## config.mk

```make
export PLATFORM = sky130hd
export DESIGN_NAME = cart_mem_responder
export DESIGN_NICKNAME = d
export VERILOG_FILES = /design/src/rtl/cart_mem_pkg.sv /design/src/rtl/cart_strobe_detect.sv /design/src/rtl/cart_mem_responder.sv
export SDC_FILE = /design/constraint.sdc
export NUM_CORES = 1
export LEC_CHECK = 0
export BUFFER_PORTS_ARGS = -buffer_cell sky130_fd_sc_hd__clkbuf_2
export CORE_ASPECT_RATIO = 0.75
export CORE_MARGIN = 2
export CORE_UTILIZATION = 53
export DETAILED_ROUTE_END_ITERATION = 8
export PLACE_DENSITY = 0.77
export SLEW_MARGIN = 40
export SYNTH_ARGS = -nofsm -noshare
export SYNTH_HDL_FRONTEND = slang
export SYNTH_SLANG_ARGS = --single-unit
```

## constraint.sdc

```tcl
create_clock -name mclk -period 2 [get_ports mclk]
set_input_delay 0.6 -clock mclk [delete_from_list [all_inputs] [get_ports mclk]]
set_output_delay 0.6 -clock mclk [all_outputs]
set_load 0.01 [all_outputs]
```

## src/rtl/cart_mem_pkg.sv

```systemverilog
// cart_mem_pkg: shared types and helpers for the cartridge memory responder.
// Contents: FSM state enum, in-flight port-select enum, default BSRAM window
// base address, and small byte-lane helpers used when building and
// completing backing-memory requests.
package cart_mem_pkg;

  typedef enum logic [1:0] {
    IDLE    = 2'd0,
    ROM_ACC = 2'd1,
    BS_ACC  = 2'd2
  } state_t;

  typedef enum logic {
    PSEL_ROM   = 1'b0,
    PSEL_BSRAM = 1'b1
  } port_sel_t;

  localparam logic [24:0] BSRAM_BASE_DEFAULT = 25'h1000000;

  // Byte lanes for a 16-bit backing word: odd byte lives in the upper lane.
  function automatic logic [1:0] byte_enables(input logic word, input logic a0);
    if (word) return 2'b11;
    return a0 ? 2'b10 : 2'b01;
  endfunction

  function automatic logic [7:0] select_byte(input logic [15:0] d, input logic a0);
    return a0 ? d[15:8] : d[7:0];
  endfunction

endpackage

```

## src/rtl/cart_strobe_detect.sv

```systemverilog
// cart_strobe_detect: access-start detection and one-deep pending slot for a
// single cartridge bus port.
// Ports:
//   i_clk, i_rst_n          clock, asynchronous active-low reset
//   i_ce_n/i_oe_n/i_we_n    bus strobes (write strobe honoured only if WE_EN)
//   i_addr, i_data, i_word  access qualifiers latched at detection
//   i_take                  requester copied the slot into a memory request
//   i_clr                   the memory request for this port completed
//   o_pending, o_addr, o_data, o_word, o_write   slot contents
module cart_strobe_detect #(
  parameter int AW    = 24,
  parameter int DW    = 16,
  parameter bit WE_EN = 1'b1
) (
  input  logic          i_clk,
  input  logic          i_rst_n,
  input  logic          i_ce_n,
  input  logic          i_oe_n,
  input  logic          i_we_n,
  input  logic          i_word,
  input  logic [AW-1:0] i_addr,
  input  logic [DW-1:0] i_data,
  input  logic          i_take,
  input  logic          i_clr,
  output logic          o_pending,
  output logic [AW-1:0] o_addr,
  output logic [DW-1:0] o_data,
  output logic          o_word,
  output logic          o_write
);

  logic          w_write;
  logic          w_cond;
  logic          w_detect;
  logic          r_cond_d;
  logic [AW-1:0] r_addr_d;
  logic          r_pending;
  logic          r_newer;
  logic [AW-1:0] r_addr;
  logic [DW-1:0] r_data;
  logic          r_word;
  logic          r_write;

  assign w_write  = WE_EN && !i_we_n;
  assign w_cond   = !i_ce_n && (!i_oe_n || w_write);
  // A new access is either the strobe condition rising or the address
  // moving underneath a held strobe (burst-style host reads).
  assign w_detect = w_cond && (!r_cond_d || (i_addr != r_addr_d));

  // r_newer marks a detection made after the slot was last copied out, so a
  // completion must not throw that newer access away.
  always_ff @(posedge i_clk or negedge i_rst_n) begin
    if (!i_rst_n) begin
      r_cond_d  <= 1'b0;
      r_addr_d  <= '0;
      r_pending <= 1'b0;
      r_newer   <= 1'b0;
      r_addr    <= '0;
      r_data    <= '0;
      r_word    <= 1'b0;
      r_write   <= 1'b0;
    end else begin
      r_cond_d <= w_cond;
      r_addr_d <= i_addr;
      if (w_detect) begin
        r_pending <= 1'b1;
        r_newer   <= 1'b1;
        r_addr    <= i_addr;
        r_data    <= i_data;
        r_word    <= i_word;
        r_write   <= w_write;
      end else begin
        if (i_take) r_newer <= 1'b0;
        if (i_clr && !r_newer) r_pending <= 1'b0;
      end
    end
  end

  assign o_pending = r_pending;
  assign o_addr    = r_addr;
  assign o_data    = r_data;
  assign o_word    = r_word;
  assign o_write   = r_write;

endmodule

```

## src/rtl/cart_mem_responder.sv

```systemverilog
// cart_mem_responder: serves cartridge ROM and BSRAM bus accesses from a
// single shared backing memory with a req/ack handshake.
// Ports:
//   mclk, rst_n                          master clock, async active-low reset
//   rom_addr/rom_d/rom_ce_n/rom_oe_n/rom_we_n/rom_word, rom_q     ROM port
//   bsram_addr/bsram_d/bsram_ce_n/bsram_oe_n/bsram_we_n, bsram_q BSRAM port
//   mem_req/mem_we/mem_addr/mem_be/mem_wdata, mem_ack/mem_rdata  backing memory
//   busy                                 access in flight or pending
// Build option: CART_ROM_WRITE_EN turns rom_we_n into a ROM write strobe
// (flash cartridges); without it every ROM access is a read.
module cart_mem_responder
  import cart_mem_pkg::*;
#(
  parameter logic [24:0] BSRAM_BASE = BSRAM_BASE_DEFAULT,
  parameter int          ROM_WIDTH  = 24
) (
  input  logic                 mclk,
  input  logic                 rst_n,
  input  logic [ROM_WIDTH-1:0] rom_addr,
  input  logic [15:0]          rom_d,
  input  logic                 rom_ce_n,
  input  logic                 rom_oe_n,
  input  logic                 rom_we_n,
  input  logic                 rom_word,
  output logic [15:0]          rom_q,
  input  logic [19:0]          bsram_addr,
  input  logic [7:0]           bsram_d,
  input  logic                 bsram_ce_n,
  input  logic                 bsram_oe_n,
  input  logic                 bsram_we_n,
  output logic [7:0]           bsram_q,
  output logic                 mem_req,
  output logic                 mem_we,
  output logic [24:0]          mem_addr,
  output logic [1:0]           mem_be,
  output logic [15:0]          mem_wdata,
  input  logic                 mem_ack,
  input  logic [15:0]          mem_rdata,
  output logic                 busy
);

`ifdef CART_ROM_WRITE_EN
  localparam bit ROM_WE_EN = 1'b1;
`else
  localparam bit ROM_WE_EN = 1'b0;
`endif

  state_t                 r_state;
  state_t                 w_state_nxt;
  port_sel_t              w_sel;
  logic                   r_mem_req;
  logic                   r_mem_we;
  logic [24:0]            r_mem_addr;
  logic [1:0]             r_mem_be;
  logic [15:0]            r_mem_wdata;
  logic [15:0]            r_rom_q;
  logic [7:0]             r_bsram_q;
  logic                   w_issue;
  logic                   w_ack;
  logic [7:0]             w_ack_byte;
  logic                   w_rom_pending;
  logic [ROM_WIDTH-1:0]   w_rom_addr;
  logic [15:0]            w_rom_data;
  logic                   w_rom_word;
  logic                   w_rom_write;
  logic                   w_bs_pending;
  logic [19:0]            w_bs_addr;
  logic [7:0]             w_bs_data;
  logic                   w_bs_word;
  logic                   w_bs_write;

  assign w_sel      = (r_state == BS_ACC) ? PSEL_BSRAM : PSEL_ROM;
  // The first cycle in an access state is the one with mem_req still low.
  assign w_issue    = (r_state != IDLE) && !r_mem_req;
  assign w_ack      = r_mem_req && mem_ack;
  assign w_ack_byte = select_byte(mem_rdata, r_mem_be == 2'b10);

  cart_strobe_detect #(
    .AW    (ROM_WIDTH),
    .DW    (16),
    .WE_EN (ROM_WE_EN)
  ) u_rom_det (
    .i_clk     (mclk),
    .i_rst_n   (rst_n),
    .i_ce_n    (rom_ce_n),
    .i_oe_n    (rom_oe_n),
    .i_we_n    (rom_we_n),
    .i_word    (rom_word),
    .i_addr    (rom_addr),
    .i_data    (rom_d),
    .i_take    (w_issue && (w_sel == PSEL_ROM)),
    .i_clr     (w_ack && (w_sel == PSEL_ROM)),
    .o_pending (w_rom_pending),
    .o_addr    (w_rom_addr),
    .o_data    (w_rom_data),
    .o_word    (w_rom_word),
    .o_write   (w_rom_write)
  );

  cart_strobe_detect #(
    .AW    (20),
    .DW    (8),
    .WE_EN (1'b1)
  ) u_bs_det (
    .i_clk     (mclk),
    .i_rst_n   (rst_n),
    .i_ce_n    (bsram_ce_n),
    .i_oe_n    (bsram_oe_n),
    .i_we_n    (bsram_we_n),
    .i_word    (1'b0),
    .i_addr    (bsram_addr),
    .i_data    (bsram_d),
    .i_take    (w_issue && (w_sel == PSEL_BSRAM)),
    .i_clr     (w_ack && (w_sel == PSEL_BSRAM)),
    .o_pending (w_bs_pending),
    .o_addr    (w_bs_addr),
    .o_data    (w_bs_data),
    .o_word    (w_bs_word),
    .o_write   (w_bs_write)
  );

  // State register.
  always_ff @(posedge mclk or negedge rst_n) begin
    if (!rst_n) r_state <= IDLE;
    else        r_state <= w_state_nxt;
  end

  // Arbitration: ROM wins when both slots are pending; an access state is
  // held until the backing memory acknowledges.
  always_comb begin
    w_state_nxt = r_state;
    case (r_state)
      IDLE: begin
        if (w_rom_pending)     w_state_nxt = ROM_ACC;
        else if (w_bs_pending) w_state_nxt = BS_ACC;
      end
      ROM_ACC, BS_ACC: begin
        if (w_ack) w_state_nxt = IDLE;
      end
      default: w_state_nxt = IDLE;
    endcase
  end

  // Request launch copies the slot so later detections cannot disturb an
  // in-flight request; completion loads read data into the port's register.
  always_ff @(posedge mclk or negedge rst_n) begin
    if (!rst_n) begin
      r_mem_req   <= 1'b0;
      r_mem_we    <= 1'b0;
      r_mem_addr  <= '0;
      r_mem_be    <= '0;
      r_mem_wdata <= '0;
      r_rom_q     <= '0;
      r_bsram_q   <= '0;
    end else if (w_issue) begin
      r_mem_req <= 1'b1;
      if (w_sel == PSEL_ROM) begin
        r_mem_we    <= w_rom_write;
        r_mem_addr  <= 25'(w_rom_addr);
        r_mem_be    <= byte_enables(w_rom_word, w_rom_addr[0]);
        r_mem_wdata <= w_rom_write ? (w_rom_word ? w_rom_data : {2{w_rom_data[7:0]}})
                                   : 16'h0000;
      end else begin
        r_mem_we    <= w_bs_write;
        r_mem_addr  <= BSRAM_BASE | 25'(w_bs_addr);
        r_mem_be    <= byte_enables(w_bs_word, w_bs_addr[0]);
        r_mem_wdata <= w_bs_write ? {2{w_bs_data}} : 16'h0000;
      end
    end else if (w_ack) begin
      r_mem_req <= 1'b0;
      if (!r_mem_we) begin
        if (w_sel == PSEL_ROM)
          r_rom_q <= (r_mem_be == 2'b11) ? mem_rdata : {2{w_ack_byte}};
        else
          r_bsram_q <= w_ack_byte;
      end
    end
  end

  assign mem_req   = r_mem_req;
  assign mem_we    = r_mem_we;
  assign mem_addr  = r_mem_addr;
  assign mem_be    = r_mem_be;
  assign mem_wdata = r_mem_wdata;
  assign rom_q     = r_rom_q;
  assign bsram_q   = r_bsram_q;
  assign busy      = (r_state != IDLE) || w_rom_pending || w_bs_pending;

endmodule

```

* Word-level counts from Yosys, hierarchy flattened *
Cells that the tools add are included.

cells by class
  bitwise operators = 3
  mux-type cells = 32
  reduce and logical (&&, ||, !) cells = 38
  eq/ne operators = 8

operators by type and width
  cell                  count
  $mux W16              3
  $mux W25              1
  $ne A24 B24 Y1        1
  $ne A20 B20 Y1        1
  $mux W2               9
  $mux W1               17
  $logic_and A1 B1 Y1   12
  $reduce_bool A2 Y1    6
  $logic_not A1 Y1      10
  $mux W8               1
  $reduce_and A4 Y1     2
  $eq A2 B2 Y1 const B  3
  $logic_or A1 B1 Y1    5
  $pmux W2 S2           1
  $ne A3 B1 Y1 const B  1
  $not A1 Y1            3
  $eq A2 B1 Y1 const B  1
  $logic_not A2 Y1      1
  $ne A2 B2 Y1 const B  1
  $reduce_and A2 Y1     1
  $reduce_or A2 Y1      1

word-level totals
  register bits after elaboration = 175
  output and inout port bits = 70
  logic and storage cells = 102
  input bits = 94

* Depth between registers and ports, before layout *
Gate-level depths: netlist of the first run.

  word-level depth = 7
  mapped depth = 9
  depth with buffers taken out = 6

* Modules after synthesis *
A second synthesis of the first run with hierarchy kept.

unflattened totals
  cells, all modules = 748
  area, all modules = 8,617.0 um2

by module, submodules not included
  module                          seq. area each (um2)  cells each  instances  area an instance (um2)
  cart_mem_responder              1,776.7               330         1          3,405.8
  cart_strobe_detect (u_rom_det)  1,701.6               298         1          3,155.5
  cart_strobe_detect (u_bs_det)   1,326.3               120         1          2,055.7

* Least setup slack after synthesis of the first run *
Ideal clock, no wire load.

  kind = input-to-reg
  from = in bsram_addr[16]
  to = reg u_bs_det.r_addr[0], in the netlist u_bs_det.o_addr[0]
  slack = 0.030 ns
  library setup time = 0.125 ns
  data required time = 1.875 ns
  arrival time = 1.846 ns
  cell stages on the path = 6
  path buffers = 1
  cell sequence = xor2_1 nor4_1 nand4_1 o31a_1 buf_6 mux2_2

on the way
  cells in the longest elaborated chain, start to end = 3

ends and longest elaborated chain
  item                    RTL line                  RTL
  start: declaration      cart_mem_responder.sv:26  input logic [19:0] bsram_addr,
  $ne A20 B20 Y1          cart_strobe_detect.sv:48  assign w_detect = w_cond && (!r_cond_d || (i_addr != r_addr_d));
  $logic_or A1 B1 Y1      cart_strobe_detect.sv:48
  $logic_and A1 B1 Y1     cart_strobe_detect.sv:48
  end signal: assignment  cart_strobe_detect.sv:68  r_addr <= i_addr;
  end: declaration        cart_strobe_detect.sv:39  logic [AW-1:0] r_addr;

No other way between the ends.
A chain may end at the register's enable or synchronous reset.

* Worst setup path after layout of the first run *
  from = reg r_state[0]
  to = out busy

on the way
  cells in the longest elaborated chain, start to end = 3

ends and longest elaborated chain
  item                              RTL line                   RTL
  start: declaration                cart_mem_responder.sv:48   state_t r_state;
  start signal: assignment          cart_mem_responder.sv:125  else r_state <= w_state_nxt;
  $reduce_bool A2 Y1                cart_mem_responder.sv:187  assign busy = (r_state != IDLE) || w_rom_pending || w_bs_pending;
  $logic_or A1 B1 Y1 (2 in series)  cart_mem_responder.sv:187
  end: declaration                  cart_mem_responder.sv:39   output logic busy

No other way between the ends.

==> summary.txt, run 1 <==
Synthesis
  • Cells after Synth: 588
  • Top cells by area, synth: dfrtp_1, nand2_1, mux2i_1
  • Mapped Nets: 684
  • Unique masters post-synth: 35
  • Syn_area_per_cell: 11.6 um2
  • Synth top area share: 61.1%
  • Seq/Total Area, Yosys: approximately three fifths
  • Post-synthesis cell type with the largest combined area: dfrtp_1
  • #FFs+latches synth: roughly 170
  • Syn. warnings: 0
  • Synth Cell Area: 0.00684 mm2

Route
  • Post-DRT Antenna Nets: 0
  • Via Count: 5,077
  • WL/cell: 16.7 um
  • Vias/cell: approximately 5.4
  • Number of DRC markers in iteration 0: about 220
  • Remaining DRCs: 0
  • DRT Pass-1 Iters: 4
  • Post-detailed-routing wire length: 15.6 mm

Worst setup path
  • Crit path buf inv count: 2
  • Crit-path max FO: 2
  • CP arrival: 1.46 ns
  • Startpoint type of the worst setup path: register
  • CP cell instances: inv_2 -> ha_4 -> nand2b_4 -> or2_4 -> clkbuf_2
  • Critical Path Max Stage Delay: about 0.40 ns
  • Worst setup EP type: output port
  • Critical Path RT: 1.40 ns
  • Worst R2R Start: u_bs_det.r_addr_d[12]
  • WS Path Type: register to output port
  • CP max-delay cell: dfrtp_1
  • CP top delay family: flip-flops
  • Critical Path Source: r_state[0]

CTS
  • Clock Sinks: 167
  • CTS root buf: clkbuf_16
  • Total CTS buffers: 17
  • CTS tree: done
  • Clock Tree Buf Depth: 2
  • Clock slew seen by the registers of the worst setup and hold paths: roughly 0.070 ns
  • Skew-Pair Late Insertion Delay: 0.42 ns
  • H-Tree Depth: 4

Floorplanning
  • Die area: 0.0138 mm2
  • Core Area: around 0.012 mm2
  • # rows: 35
  • Initial core utilization: 55.0%
  • Die Ht: around 100 um
  • I/O pin cnt: ~160
  • Die width: 135 um

Finish
  • Filler cells: 916
  • P&R area growth vs syn: 26.6%
  • Most common cell after layout, fill and taps aside: dfrtp_1
  • Share of layout cells above drive strength 1: 34.2%
  • Number of diodes: 0
  • Non-Filler Instances: ~940
  • Commonest cells after routing, fill and taps aside: dfrtp_1, clkbuf_2, nand2_1
  • Final net count: roughly 860
  • Finished Cell Area: 0.00866 mm2

STA
  • Setup Viol. Count Final: 1
  • Slew headroom: 54.1%
  • Clk_skew: just over 0.008 ns
  • Least-Margin Pin Slew: 0.685 ns
  • Tcrit/Tclk final: 103%
  • Setup TNS: -0.0634 ns
  • Final min period: 2.06 ns
  • Final WS setup: -0.0634 ns
  • RSZ-0062 raised after global routing: yes
  • Max Clk Rate: 485 MHz
  • Final Hold Viols: 0
  • Max-slew violations: 0

Global routing
  • Antenna violations before repair: 0
  • Met2 usage: 39.8%
  • GR peak layer: met2
  • GRT Residual Overflow: 0
  • Largest net degree at the start of global routing: 43
  • Met3 GRT Util: 4.56%
  • Vias in the first global route: 5,190
  • Met1 GRT Util: between 30% and 40%
  • GRT Resource Usage Total: 24.2%
  • Global-route wire length before repair: 25.8 mm

Pwr
  • Total power: 11.2 mW
  • Pwr per Cell Area: 1290 mW/mm2
  • Pleak: between 4 and 5 nW
  • Peak VDD IR: roughly 0.77 mV

Run status
  • Failing checks: negative setup slack
  • Outcome: complete, but fails checks

Place
  • IO Port Bufs: 146
  • HPWL after DPL: 11.1 mm
  • Routability-driven placement congestion ratio: roughly 0.80
  • Placed instance count: ~900
  • Placement Cell Area: between 0.007 and 0.008 mm2

Flow run
  • Max Cap Viol: 0

Min path
  • HP Class: input port to asynchronous set/reset pin
stage by stage:
step                      hold WS [ns]  setup slack, ns  utilization (%)
final                           0.0973          -0.0634             69.6
after global routing             0.113           -0.113             69.6
after CTS                        0.109          -0.0580             69.5
after detailed placement         0.473           -0.245             64.3
after global placement           0.457           -0.226             64.3
after floorplan                  0.304           0.0295                -
synthesized netlist by cell type (all sizes together):
master and number:
a211oi 1, a21o 3, a21oi 20, a22o 8
a32o 1, and3 1, buf 16, clkbuf 25
clkinv 1, dfrtp 167, ha 2, inv 4
mux2 28, mux2i 37, nand2 116, nand2b 6
nand3 2, nand4 6, nor2 21, nor2b 1
nor3 2, nor3b 1, nor4 5, o21a 1
o21ai 38, o221ai 25, o31a 1, o31ai 1
or2 4, xnor2 25, xor2 19
registers in the layout (all words and copies together), names as in the netlist, 8 cells and up:
signal and count:
mem_addr 25, u_rom_det.o_addr 24, u_rom_det.r_addr_d 24, u_bs_det.o_addr 20, u_bs_det.r_addr_d 20, rom_q 16
bsram_q 8, mem_wdata 8, u_bs_det.o_data 8
per-layer routing:
metal  vias to the layer above  share of wire (%)
met5                         -                  0
met4                         0                1.7
met3                        23                5.6
met2                       180                 49
met1                      2514                 44
li1                       2360                  -
power by group:
part           internal [mW]  switching, mW  total, mW
Combinational           1.40           1.81       3.21
Clock                   1.97           1.35       3.32
Sequential              4.16          0.507       4.67
Total                   7.53           3.67       11.2
worst paths after layout:
check	to	slack, ns	cells after the start
worst max-delay path	busy	-0.06	5
worst min-delay path	rom_q[10]	0.1	1
worst max register to register	u_bs_det.o_data[0]	0.10	6
worst min register to register	mem_addr[20]	0.48	2
max in group asynchronous	u_rom_det.o_pending	1.34	2
min in group mclk	u_bs_det.r_addr_d[10]	0.33	1
kinds of logic (layout without fill, tap and decap cells):
| family | Yosys count | after routing | share of synthesized area, % |
|---|---|---|---|
| buf+inv | 46 | 229 | 3.37 |
| flops | 167 | 167 | 61.1 |
| xor+xnor | 44 | 44 | 5.63 |
| fa+ha+maj | 2 | 2 | 0.366 |
| compound gates | 99 | 99 | 9.40 |
| mux | 65 | 65 | 10.0 |
| simple gates | 165 | 165 | 10.1 |
cell type report:
type                       instances  area, um2  area share (%)
clock buffer                      17        425            4.91
inverter                           5       18.8           0.217
tap                              166        208            2.40
clock inverter                    14        176            2.04
multi-input combinational        375       2470            28.6
sequential                       167       4180            48.3
timing repair buffer             193       1180            13.6
timing repair:
action / CTS / global route
resized for setup: 6 / 3
hold endpoints to repair: 0 / 0
setup endpoints to repair: 1 / 45
hold buffers: 0 / 0
buffers inserted: 3 / 0
gates cloned: 0 / 0
pin swaps: 1 / 2
Power figures use the tool's default switching activity.
==> run 2, diff against run 1 <==
==> constraint.sdc (replaced) <==
create_clock -name mclk -period 2 [get_ports mclk]
set_input_delay 0.3 -clock mclk [delete_from_list [all_inputs] [get_ports mclk]]
set_output_delay 0.3 -clock mclk [all_outputs]
set_load 0.01 [all_outputs]
==> run 2 against run 1 <==
Against the previous run: flip-flop and latch count unchanged; largest power group unchanged; count of clock-buffer cells in the layout increased by 4; die area stayed put; setup slack gained 0.14 ns; the flow now finishes without violations; register-to-register slack is essentially flat; final cell count down 3.2%; utilization down 2.3 points; highest routed layer unchanged.
==> summary.txt, run 2 (synthesized netlist as in run 1, its figures left out) <==
STA
  • Setup Viol. Count Final: 0 (-1)
  • Max-slew violations: 0 (unchanged)
  • Max Clk Rate: 519 MHz (+7.1%)
  • WHS: 0.0300 ns (-0.0673 ns)
  • Final min period: 1.93 ns (-0.136 ns)
  • Final Hold Viols: 0 (unchanged)
  • Least-Margin Pin Slew: 0.716 ns (+0.0308 ns)
  • Clk_skew: 0.00801 ns (-0.000190 ns)
  • Final WS setup: 0.0730 ns (+0.136 ns)
  • Slew headroom: 52.0% (-2.1 points)
  • Tcrit/Tclk final: 96.3% (-6.8 points)
  • RSZ-0062 raised after global routing: yes

Flow run
  • Max Cap Viol: 0 (unchanged)

Pwr
  • Peak VDD IR: 0.677 mV (-12%)
  • Total power: 10.9 mW (-2.5%)
  • Pwr per Cell Area: 1310 mW/mm2 (+0.95%)
  • Pleak: 3.86 nW (-4.4%)

Finish
  • FF+latch area: 0.00418 mm2 (unchanged)
  • P&R area growth vs syn: 22.3%
  • Final net count: 824 (-3.6%)
  • Non-Filler Instances: 907 (-3.2%)
  • Filler cells: 924 (+0.87%)
  • Max reg flops: 25 (unchanged)
  • Core Util, Final: 67.3% (-2.3 points)
  • Number of diodes: 0 (unchanged)
  • Commonest cells after routing, fill and taps aside: dfrtp_1, clkbuf_2, nand2_1
  • Multi-input logic area: 0.00245 mm2 (-0.81%)
  • Share of layout cells above drive strength 1: 30.8% (-3.5 points)
  • Most common cell after layout, fill and taps aside: dfrtp_1

Worst setup path
  • CP arrival: 1.63 ns (+0.17 ns)
  • Startpoint type of the worst setup path: register
  • R2R Setup Slk: 0.09 ns (about the same)
  • Worst R2R Start: u_bs_det.r_addr_d[11]
  • Critical Path RT: 1.70 ns (+0.30 ns)
  • Worst setup EP type: output port
  • Terminus of the critical flop-to-flop path: u_bs_det.o_data[0]
  • Crit-path max FO: 5 (+3)
  • WS Path Type: register to output port
  • R2r worst-path depth: 6 (unchanged)

Route
  • DRT Pass-1 Iters: 5 (+1)
  • Number of DRC markers in iteration 0: 318 (+47%)
  • Remaining DRCs: 0 (unchanged)
  • Post-DRT Antenna Nets: 0 (unchanged)
  • Via Count: 4,928 (-2.9%)
  • WL/cell: 17.0 um (+1.6%)
  • Post-detailed-routing wire length: 15.4 mm (-1.6%)
  • Vias/cell: 5.43 (+0.28%)

Min path
  • Hold wc startpoint: bsram_addr[16]
  • HP Class: input port to register
  • Hold Path End: u_bs_det.r_addr_d[16]
  • Hold depth: 1

Global routing
  • Largest net degree at the start of global routing: 60 (+40%)
  • Vias in the first global route: 4,885 (-5.9%)
  • GRT Resource Usage Total: 23.5% (-0.70 points)
  • Global-route wire length before repair: 25.0 mm (-3.5%)
  • GRT Residual Overflow: 0 (unchanged)
  • Antenna violations before repair: 0 (unchanged)

Run status
  • Outcome: finished clean

Place
  • Placed instance count: 874 (-3.2%)
  • Routability-driven placement congestion ratio: 0.813 (+1.8%)
  • DP Worst Slack: 0.0158 ns (+0.261 ns)
  • HPWL after DPL: 10.8 mm (-2.6%)
  • IO Port Bufs: 146 (unchanged)

CTS
  • Clock slew seen by the registers of the worst setup and hold paths: 0.06 ns (about the same)
  • Total CTS buffers: 17 (unchanged)
  • CTS root buf: clkbuf_16
  • Skew-Pair Late Insertion Delay: 0.41 ns (about the same)
  • CTS tree: done
  • Clock Sinks: 167 (unchanged)
  • Clock Tree Buf Depth: 2 (unchanged)
  • H-Tree Depth: 4 (unchanged)

Floorplanning
  • Die Ht: 102 um (unchanged)
  • Die area: 0.0138 mm2 (unchanged)
  • Die width: 135 um (unchanged)
  • # rows: 35 (unchanged)
  • Core Area: 0.0124 mm2 (unchanged)
  • I/O pin cnt: 164 (unchanged)
  • Initial core utilization: 55.0% (unchanged)
-- run 2: how the worst max path moves through the flow --
stage | startpoint | end | slack (ns) | depth (start not counted)
detailed placement | bsram_addr[11] | u_bs_det.o_data[6] | 0.02 | 7
floorplan | u_bs_det.r_addr_d[16] | u_bs_det.o_addr[0] | 0.25 | 6
global placement | bsram_addr[11] | u_bs_det.o_data[4] | 0.08 | 7
global route | u_bs_det.r_addr_d[4] | u_bs_det.o_data[0] | -0.008 | 6
finish | r_state[0] | busy | 0.07 | 5
CTS | r_state[0] | busy | 0.05 | 5
-- run 2: power by group --
| group | internal [mW] | leakage, nW | switching [mW] |
|---|---|---|---|
| sequential | 4.16 | 2.01 | 0.501 |
| combinational | 1.30 | 1.58 | 1.75 |
| clock | 1.91 | 0.283 | 1.30 |
| total | 7.37 | 3.86 | 3.56 |
-- run 2: layout make-up --
type | count | area share [%]
clock buffers | 21 | 5.50
flip-flops and latches | 167 | 50.0
repair buffers | 162 | 11.0
well taps | 166 | 2.48
multi-input cells | 375 | 29.3
clock inverters | 11 | 1.50
inverters | 5 | 0.224
-- run 2: metal layers --
metal / share of wire (%) / up-vias / GRT usage, % / routed length [um]
met2: 49 / 179 / 38.1 / 7470
li1: - / 2292 / - / -
met1: 45 / 2445 / 32.7 / 6850
met3: 6.2 / 12 / 5.01 / 960
met5: 0 / - / 0 / 0
met4: 0.73 / 0 / 6.73 / 112
-- run 2: critical path: stages (launching register included) --
cell	delay [ns]
dfrtp_1	0.38
inv_1	0.09
ha_2	0.22
nand2b_1	0.09
or2_2	0.30
clkbuf_2	0.13
-- run 2: metrics by stage --
| stage | TNS, ns | cell area (um2) |
|---|---|---|
| final | 0 | 8370 |
| after global routing | -0.0107 | 8370 |
| after CTS | 0 | 8350 |
| after detailed placement | 0 | 7750 |
| after global placement | 0 | 7750 |
| after floorplan | 0 | 6840 |
-- run 2: repair_timing --
action / CTS / global route
resized for setup: 1 / 3
hold buffers: 1 / 0
hold endpoints to repair: 55 / 0
endpoints found under the setup margin: 9 / 44
setup buffers: 0 / 0
pin swaps: 0 / 3
==> run 3, diff against run 2 <==
- BUFFER_PORTS_ARGS: -buffer_cell sky130_fd_sc_hd__clkbuf_2 -> unset
- CORE_UTILIZATION: 53 -> 60
- DONT_BUFFER_PORTS: unset -> 1
- GPL_TIMING_DRIVEN: unset -> 0
- PLACE_DENSITY: 0.77 -> 0.74
==> run 3 against run 2 <==
Against the previous run: the flow now finishes with violations (negative hold slack); final cell count is 11% lower; wire length grew 3.0%; maximum frequency fell by 0.47%; flip-flop and latch count is the same; via count down 3.7%.
==> summary.txt, run 3 (synthesized netlist as in run 1, its figures left out) <==
Worst setup path
  • CP arrival: 2.23 ns (+0.60 ns)
  • WS Path Type: register to register
  • Crit-path max FO: 10 (+5)
  • CP max-delay cell: o31a_1
  • R2R Setup Slk: 0.06 ns (-0.03 ns)
  • Critical Path Max Stage Delay: 0.40 ns (+0.02 ns)
  • Critical Path RT: 2.30 ns (+0.60 ns)
  • Worst setup EP type: register
  • CP cell instances: xor2_1 -> nor4_1 -> nand2_1 -> o31a_1 -> buf_6 -> mux2_2
  • Startpoint type of the worst setup path: register

Finish
  • Number of diodes: 0 (unchanged)
  • Core Util, Final: 74.1% (+6.8 points)
  • Share of layout cells above drive strength 1: 14.1% (-17 points)
  • Max reg flops: 25 (unchanged)
  • Filler cells: 734 (-21%)
  • Most common cell after layout, fill and taps aside: dfrtp_1
  • Multi-input logic area: 0.00247 mm2 (+0.56%)
  • Commonest cells after routing, fill and taps aside: dfrtp_1, nand2_1, dlygate4sd3_1
  • Final net count: 748 (-9.2%)
  • Finished Cell Area: 0.00817 mm2 (-2.4%)
  • FF+latch area: 0.00418 mm2 (unchanged)
  • P&R area growth vs syn: 19.4%
  • Non-Filler Instances: 805 (-11%)

STA
  • Tcrit/Tclk final: 96.8% (+0.45 points)
  • Final Hold Viols: 167 (+167)
  • Setup TNS: 0 ns (unchanged)
  • Setup Viol. Count Final: 0 (unchanged)
  • Final min period: 1.94 ns (+0.00908 ns)
  • Clk_skew: 0.00946 ns (+0.00145 ns)
  • Least-Margin Pin Slew: 0.749 ns (+0.0328 ns)
  • Max Clk Rate: 517 MHz (-0.47%)
  • RSZ-0062 raised after global routing: yes
  • Max-slew violations: 0 (unchanged)
  • Slew headroom: 50.1% (-1.9 points)
  • WHS: -0.432 ns (-0.462 ns)

Pwr
  • Pwr per Cell Area: 1310 mW/mm2 (+0.41%)
  • Internal: 7.25 mW (-1.7%)
  • Sw Ratio: 32.3% (-0.21 points)
  • Switch Pwr: 3.46 mW (-2.6%)
  • Sequential share of power: 47.1% (+4.4 points)
  • Pleak: 3.50 nW (-9.4%)
  • Clk pwr share: 32.0% (+2.6 points)
  • Total power: 10.7 mW (-2.0%)
  • Peak VDD IR: 0.693 mV (+2.4%)
  • Comb pwr share: 20.9% (-7.0 points)

Run status
  • Outcome: complete, but fails checks
  • Failing checks: negative hold slack

Global routing
  • Vias in the first global route: 4,949 (+1.3%)
  • Antenna violations before repair: 0 (unchanged)
  • Largest net degree at the start of global routing: 168 (+180%)
  • GRT Resource Usage Total: 27.0% (+3.5 points)
  • GRT Residual Overflow: 0 (unchanged)
  • Global-route wire length before repair: 25.2 mm (+0.97%)

CTS
  • CTS root buf: clkbuf_16
  • H-Tree Depth: 4 (unchanged)
  • # hold bufs at CTS: 47 (+46)
  • Clock Tree Buf Depth: 2 (unchanged)
  • Clock Sinks: 167 (unchanged)
  • Skew-Pair Late Insertion Delay: 0.42 ns (about the same)
  • CTS tree: done
  • Clock slew seen by the registers of the worst setup and hold paths: 0.06 ns (about the same)
  • Total CTS buffers: 17 (unchanged)

Floorplanning
  • Initial core utilization: 62.0% (+7.0 points)
  • Die width: 127 um (-5.8%)
  • Die area: 0.0123 mm2 (-11%)
  • # rows: 33 (-5.7%)
  • Die Ht: 96.5 um (-5.8%)
  • I/O pin cnt: 164 (unchanged)
  • Core Area: 0.0110 mm2 (-11%)

Min path
  • HP Class: input port to asynchronous set/reset pin

Place
  • Placed instance count: 728 (-17%)
  • HPWL after DPL: 10.7 mm (-1.4%)
  • Routability-driven placement congestion ratio: 0.808 (-0.65%)
  • Placement Cell Area: 0.00701 mm2 (-9.5%)
  • IO Port Bufs: 0 (-100%)

Route
  • Post-detailed-routing wire length: 15.9 mm (+3.0%)
  • Post-DRT Antenna Nets: 0 (unchanged)
  • Remaining DRCs: 0 (unchanged)
  • Via Count: 4,746 (-3.7%)
  • Number of DRC markers in iteration 0: 309 (-2.8%)
  • DRT Pass-1 Iters: 5 (unchanged)
  • Vias/cell: 5.90 (+8.5%)
  • WL/cell: 19.7 um (+16%)

Flow run
  • Max Cap Viol: 0 (unchanged)
[run 3: what timing repair did]
action	4_1_cts	5_1_grt
gates resized for setup	4	25
setup buffers	0	0
endpoints found under the hold margin	213	167
setup endpoints to repair	26	99
pin swaps	0	1
[run 3: worst paths after layout]
| kind | start | to | cells after the start |
|---|---|---|---|
| min reg2reg | u_bs_det.r_newer | u_bs_det.r_newer | 1 |
| max in group asynchronous | rst_n | u_rom_det.r_addr_d[7] | 0 |
| max reg2reg | u_bs_det.r_addr_d[1] | u_bs_det.o_addr[14] | 6 |
| min | rst_n | mem_wdata[12] | 0 |
| max | u_bs_det.r_addr_d[1] | u_bs_det.o_addr[14] | 6 |
| min in group mclk | bsram_d[6] | u_bs_det.o_data[6] | 1 |
[run 3: critical path, delay by kind of cell (launching register included)]
kind | cells | cell delay, ns
and+or+nand+nor | 2 | 0.41
AOI/OAI and AO/OA | 1 | 0.40
DFF | 1 | 0.37
muxes | 1 | 0.28
buffers and inverters | 1 | 0.19
xor gates and xnor gates | 1 | 0.16
[run 3: through the flow]
stage / setup slack, ns / hold slack [ns]
after floorplan: 0.254 / 0.00441
after global placement: -0.0379 / 0.00846
after detailed placement: -0.0397 / 0.00798
after CTS: 0.0244 / -0.439
after global routing: -0.0184 / -0.451
final: 0.0640 / -0.432
[run 3: power groups by stage]
stage	sequential (mW)	combinational (mW)	clock (mW)
2_1_floorplan	4.86	1.68	0
3_3_place_gp	5.06	1.99	0
3_5_place_dp	5.10	2.12	0
4_1_cts	5.04	2.22	3.48
5_1_grt	5.13	2.52	3.64
6_report	5.04	2.23	3.43
[run 3: cell type report]
cell class	count	share of cell area, %
sequential	167	51.2
multi-input combinational	375	30.2
tap	140	2.15
timing repair buffer	47	5.76
inverter	5	0.230
clock inverter	14	2.41
clock buffer	18	5.26
buffer	39	2.82
[run 3: layer usage]
metal  part of all wire [%]  global-route usage (%)  up-vias  routed length (um)
met1                     41                    32.4     2408                6440
met5                      0                       0        -                   0
met3                    8.3                    10.4       26                1320
met4                    1.7                    9.16        0                 271
met2                     49                    45.6      173                7830
li1                       -                       -     2139                   -
